===== config.mk =====
export PLATFORM = sky130hd
export DESIGN_NAME = icache_refill_controller
export DESIGN_NICKNAME = d
export VERILOG_FILES = /design/src/rtl/icache_refill_controller.sv
export SDC_FILE = /design/constraint.sdc
export NUM_CORES = 1
export LEC_CHECK = 0
export CORE_UTILIZATION = 55
export DETAILED_ROUTE_END_ITERATION = 6
export DONT_BUFFER_PORTS = 1
export PLACE_DENSITY = 0.7
export SLEW_MARGIN = 20
export SYNTH_ARGS = -nofsm -noshare
export SYNTH_HDL_FRONTEND = slang
export SYNTH_SLANG_ARGS = --single-unit

===== constraint.sdc =====
create_clock -name clock -period 13.5 [get_ports clock]
set_clock_uncertainty 0.05 [all_clocks]
set_input_delay 1.35 -clock clock [delete_from_list [all_inputs] [get_ports clock]]
set_output_delay 1.35 -clock clock [all_outputs]
set_load 0.005 [all_outputs]

===== src/rtl/icache_refill_controller.sv =====
// Instruction-cache miss controller: multi-beat block refill from memory
// plus an optional one-entry next-line stream buffer.
module icache_refill_controller #(
    parameter int ADDR_SIZE   = 32,
    parameter int WORD_BITS   = 32,
    parameter int BLOCK_WORDS = 4,
    parameter int BEAT_WORDS  = 1,
    parameter int PREFETCH_EN = 1,
    localparam int BLOCK_BITS = BLOCK_WORDS * WORD_BITS,
    localparam int BEAT_BITS  = BEAT_WORDS * WORD_BITS,
    localparam int OFF        = $clog2(BLOCK_WORDS * WORD_BITS / 8),
    localparam int BADDR      = ADDR_SIZE - OFF
) (
    input  logic                  clock,
    input  logic                  reset,
    input  logic                  ren,
    input  logic [ADDR_SIZE-1:0]  addr,
    output logic                  stall,
    output logic [WORD_BITS-1:0]  dout,
    output logic [BADDR-1:0]      lookupBlockAddr,
    output logic                  cacheRen,
    input  logic                  cacheHit,
    input  logic [BLOCK_BITS-1:0] cacheDout,
    output logic                  cacheMemWen,
    output logic [BADDR-1:0]      fillBlockAddr,
    output logic [BLOCK_BITS-1:0] cacheDin,
    output logic                  memRen,
    input  logic                  memReqAck,
    input  logic                  memBeatValid,
    input  logic [BEAT_BITS-1:0]  memBeatData
);

    localparam int BEATS = BLOCK_WORDS / BEAT_WORDS;
    localparam int WOFF  = $clog2(WORD_BITS / 8);
    localparam int WIDX  = OFF - WOFF;
    localparam int CW    = (BEATS > 1) ? $clog2(BEATS) : 1;

    typedef enum logic [2:0] {
        IDLE, DREQ, DBEAT, DWRITE, PREQ, PBEAT
    } state_t;

    state_t state, state_n;

    logic [CW-1:0]         cnt;
    logic [BLOCK_BITS-1:0] fill;
    logic [BLOCK_BITS-1:0] fill_beat;
    logic [BLOCK_BITS-1:0] pb_data;
    logic [BADDR-1:0]      fill_addr;
    logic [BADDR-1:0]      pb_tag;
    logic                  pb_valid;
    logic                  miss;
    logic                  pb_hit;
    logic                  beat_we;
    logic                  last_beat;
    logic [WIDX-1:0]       widx;
    logic                  unused_bits;

    assign lookupBlockAddr = addr[ADDR_SIZE-1:OFF];
    assign widx            = addr[OFF-1:WOFF];
    assign dout            = cacheDout[widx*WORD_BITS +: WORD_BITS];
    assign unused_bits     = |(addr & ADDR_SIZE'((1 << WOFF) - 1));

    assign cacheRen      = ren && !reset;
    assign miss          = cacheRen && !cacheHit;
    assign pb_hit        = pb_valid && (pb_tag == lookupBlockAddr);
    assign fillBlockAddr = fill_addr;
    assign last_beat     = (cnt == CW'(BEATS - 1));
    assign beat_we       = memBeatValid && (state == DBEAT || state == PBEAT);

    always_comb begin
        fill_beat = fill;
        fill_beat[cnt*BEAT_BITS +: BEAT_BITS] = memBeatData;
    end

    always_ff @(posedge clock or posedge reset) begin
        if (reset) begin
            state <= IDLE;
        end else begin
            state <= state_n;
        end
    end

    always_comb begin
        state_n     = state;
        stall       = 1'b0;
        memRen      = 1'b0;
        cacheMemWen = 1'b0;
        cacheDin    = '0;
        unique case (state)
            IDLE: begin
                stall = miss;
                if (miss) state_n = pb_hit ? DWRITE : DREQ;
            end
            DREQ: begin
                stall  = 1'b1;
                memRen = 1'b1;
                if (memReqAck) state_n = DBEAT;
            end
            DBEAT: begin
                stall = 1'b1;
                if (memBeatValid && last_beat) state_n = DWRITE;
            end
            DWRITE: begin
                stall       = 1'b1;
                cacheMemWen = 1'b1;
                cacheDin    = fill;
                state_n     = (PREFETCH_EN != 0) ? PREQ : IDLE;
            end
            PREQ: begin
                stall  = miss;
                memRen = 1'b1;
                if (memReqAck) state_n = PBEAT;
            end
            PBEAT: begin
                stall = miss;
                if (memBeatValid && last_beat) state_n = IDLE;
            end
            default: state_n = IDLE;
        endcase
    end

    // Fill register, beat counter, stream buffer
    always_ff @(posedge clock or posedge reset) begin
        if (reset) begin
            cnt       <= '0;
            fill      <= '0;
            fill_addr <= '0;
            pb_valid  <= 1'b0;
            pb_tag    <= '0;
            pb_data   <= '0;
        end else begin
            if (state == IDLE && miss) begin
                fill_addr <= lookupBlockAddr;
                if (pb_hit) begin
                    fill     <= pb_data;
                    pb_valid <= 1'b0;
                end
            end
            if ((state == DREQ || state == PREQ) && memReqAck) begin
                cnt <= '0;
            end
            if (beat_we) begin
                fill <= fill_beat;
                cnt  <= last_beat ? '0 : cnt + CW'(1);
            end
            if (state == DWRITE && PREFETCH_EN != 0) begin
                fill_addr <= fill_addr + BADDR'(1);
            end
            if (state == PBEAT && memBeatValid && last_beat) begin
                pb_data  <= fill_beat;
                pb_tag   <= fill_addr;
                pb_valid <= 1'b1;
            end
        end
    end

endmodule

==> metrics <==
Setup TNS=0 ns; initial antenna violation count=16; first-pass GRT wire length=77.11 mm; Post-Syn Nets=1880; DIE HEIGHT=approximately 180 um; per-cell routed wire length=25.82 um; CP max stage delay=0.74 ns; Final Slew Violations=0; Starting Density=a little under three fifths; leading cell types in the layout, fill and taps excluded=dfrtp_1 (318), and2_1 (156), nand2_1 (147), o21ai_0 (144), a21oi_1 (132); status=complete, no violations; post-route clock period utilization=33.98%; post-synth top area share=46.35%; CP startpoint=state[0]; number of buffers created by CTS=37; placed insts=1930; Via density=6.464; Synth-to-Final Area Change=6.457%; Hold WS=approximately 0.43 ns; Power Density=around 160 mW/mm^2; CP arrival=3.19 ns; vias in the first global route=12430; top_reg_cell synth=dfrtp_1; clock power share=between 30% and 40%; post-synth cell types=65; Pre-antenna DRT Iters=5; Period minus WS final=4.587 ns; post-synthesis mux area share=5.947%; Post-synth EDFFs=0; post-CTS setup buffers=0; H-tree depth=2; 1st-iter DRT viols=between 1000 and 1500; die footprint=0.03192 sq mm; # resized after CTS=0; core area=0.03067 sq mm; ys async rst share=100.0%; Routed Antenna Nets=0; dpl hpwl=between 30 and 40 mm; GPL Wtd Cong=roughly 1; max-cap check violation count=0; largest area contributor in the netlist=dfrtp_1; Synth Area in Compound Gates=18.26%; simple-gate area share of the yosys netlist=21.70%; HP Start=pb_data[10]; Fin. Hold Viols=0; Routed WL=51.95 mm; crit path cell chain=nand3b_1 -> clkinv_2 -> buf_4 -> and2_1; routed vias=13010; Net count, final=around 1800; RSZ-0062 raised after global routing=false; Switching Power=roughly 0.00094 W; Net Sw Frac=32.33%; Comb power frac=about a fifth; Die Width=178.7 um; hold_buf cts=0; GRT overflow=0; IO buf count=0; most common cell after layout, fill and taps aside=dfrtp_1; FF+latch count, synth=318; Crit-path slowest cell=buf_4; Startpoint Class=register; CTS Sinks=about 320; Peak VDD IR=between 0.09 and 0.1 mV; Final Non-Filler Cells=about 2000; Site Rows=64; xor/xnor share of the synthesized area=1.173%; layout cell share with drive strength beyond 1=~17%; CTS Buffer Depth=3; Yosys warnings=0; clk root buf=clkbuf_16; largest net degree at the start of global routing=187; worst reg2reg path startpoint=state[0]; clk_lat worst skew=around 0.52 ns; maximum clock frequency=0.2180 GHz; Crit Path Class=reg -> out; clk slew on worst S/H paths=approximately 0.060 ns; post-synthesis sequential area ratio=46.35%; Critical Path RT=around 12 ns; Gate Count Post-Synth=1676; sequential power share=43.4%; endpoints failing setup=0; Slew Limit Headroom=roughly 29%; synth top area cells=dfrtp_1 (46%), a221o_1 (7.1%), and2_1 (5.7%); hold crit path type=reg -> reg; Tot GR Track Use=between 30% and 40%; TritonCTS clock tree=done; Mapped Area=between 0.015 and 0.02 sq mm; total internal power=0.001974 W; Avg Cell Area, Syn=10.24 sq um; Pleak=8.061 nW; Post-Synth Adder-Cell Area=less than 1%; Worst Max-Slew Pin Slew=1.065 ns; DRC violations left=0; element type at the critical path end=primary output; largest family of logic cells by synthesized area=simple AND/OR/NAND/NOR gates; I/O Pins=418; CP max FO=just under 90
==> registers in the layout, indices dropped and copies added (netlist names) <==
name and flops:
fill 128, fillBlockAddr 28, pb_data 128, pb_tag 28, cnt 2, pb_valid 1
state 3
==> stage by stage <==
step           power, W  utilization [%]  setup WS (ns)  area [sq um]
2_1_floorplan  0.001702                -          3.300         17170
3_3_place_gp   0.001854            55.07          9.021         16890
3_5_place_dp   0.001885            55.16          9.020         16920
4_1_cts        0.002916            59.22          8.829         18160
5_1_grt        0.003049            59.58          8.617         18270
6_report       0.002916            59.59          8.913         18280
==> final timing paths <==
| path | endpoint | slack (ns) | depth (start not counted) |
|---|---|---|---|
| setup / recovery | cacheDin[27] | 8.91 | 4 |
| hold / removal | pb_data[10] | 0.43 | 2 |
| setup reg to reg | fillBlockAddr[20] | 9.58 | 8 |
| hold reg to reg | pb_data[10] | 0.43 | 2 |
| max in group asynchronous | pb_data[50] | 10.99 | 3 |
| min in group asynchronous | pb_tag[18] | 0.81 | 1 |
==> logic make-up after synthesis <==
group / count (synthesis)
and+or+nand+nor: 634
xor gates and xnor gates: 23
DFF: 318
AOI/OAI and AO/OA: 458
muxes: 59
adders and majority gates: 6
buffers and inverters: 178
==> routing by layer <==
layer  track usage, %  vias to the layer above  part of all wire, %
li1                 -                     5730                    -
met1            42.20                     6584                   40
met2            49.66                      550                   46
met3            7.909                      134                  8.0
met4            16.28                        8                  5.2
met5                0                        -                0.089
==> power groups by stage <==
stage / Combinational, W / Sequential (W) / Clock [W]
after CTS: 0.000612 / 0.00126 / 0.00104
final: 0.000621 / 0.00127 / 0.00103
after global placement: 0.000585 / 0.00127 / 0
after floorplan: 0.000492 / 0.00121 / 0
after global routing: 0.000680 / 0.00129 / 0.00108
after detailed placement: 0.000609 / 0.00128 / 0
==> final cells by class <==
type,count,area (sq um)
inverters,19,80.08
multi-input cells,1180,8224
clock inverters,10,133.9
well taps,396,495.5
fillers,2597,12390
repair buffers,20,242.7
flip-flops and latches,318,7958
diodes,13,32.53
clock buffers,56,1110
==> cells in the mapped netlist, drive strengths merged (11+ instances only) <==
cell and n:
dfrtp 318, buf 63, nor3 11, nand2 147, xor2 15, a221o 129, o21ai 149, a21oi 132
clkbuf 96, mux4 32, a211oi 15, nor2b 132, nor2 34, nand4 11, and2 258, mux2 24
inv 19
==> critical path: cells and delay by family, from the launching register on <==
kind / cells / cell delay, ns
buf+inv: 2 / 1.32
simple gates: 2 / 0.72
flops: 1 / 0.59
Note: power is estimated with default switching activity, not from simulation.
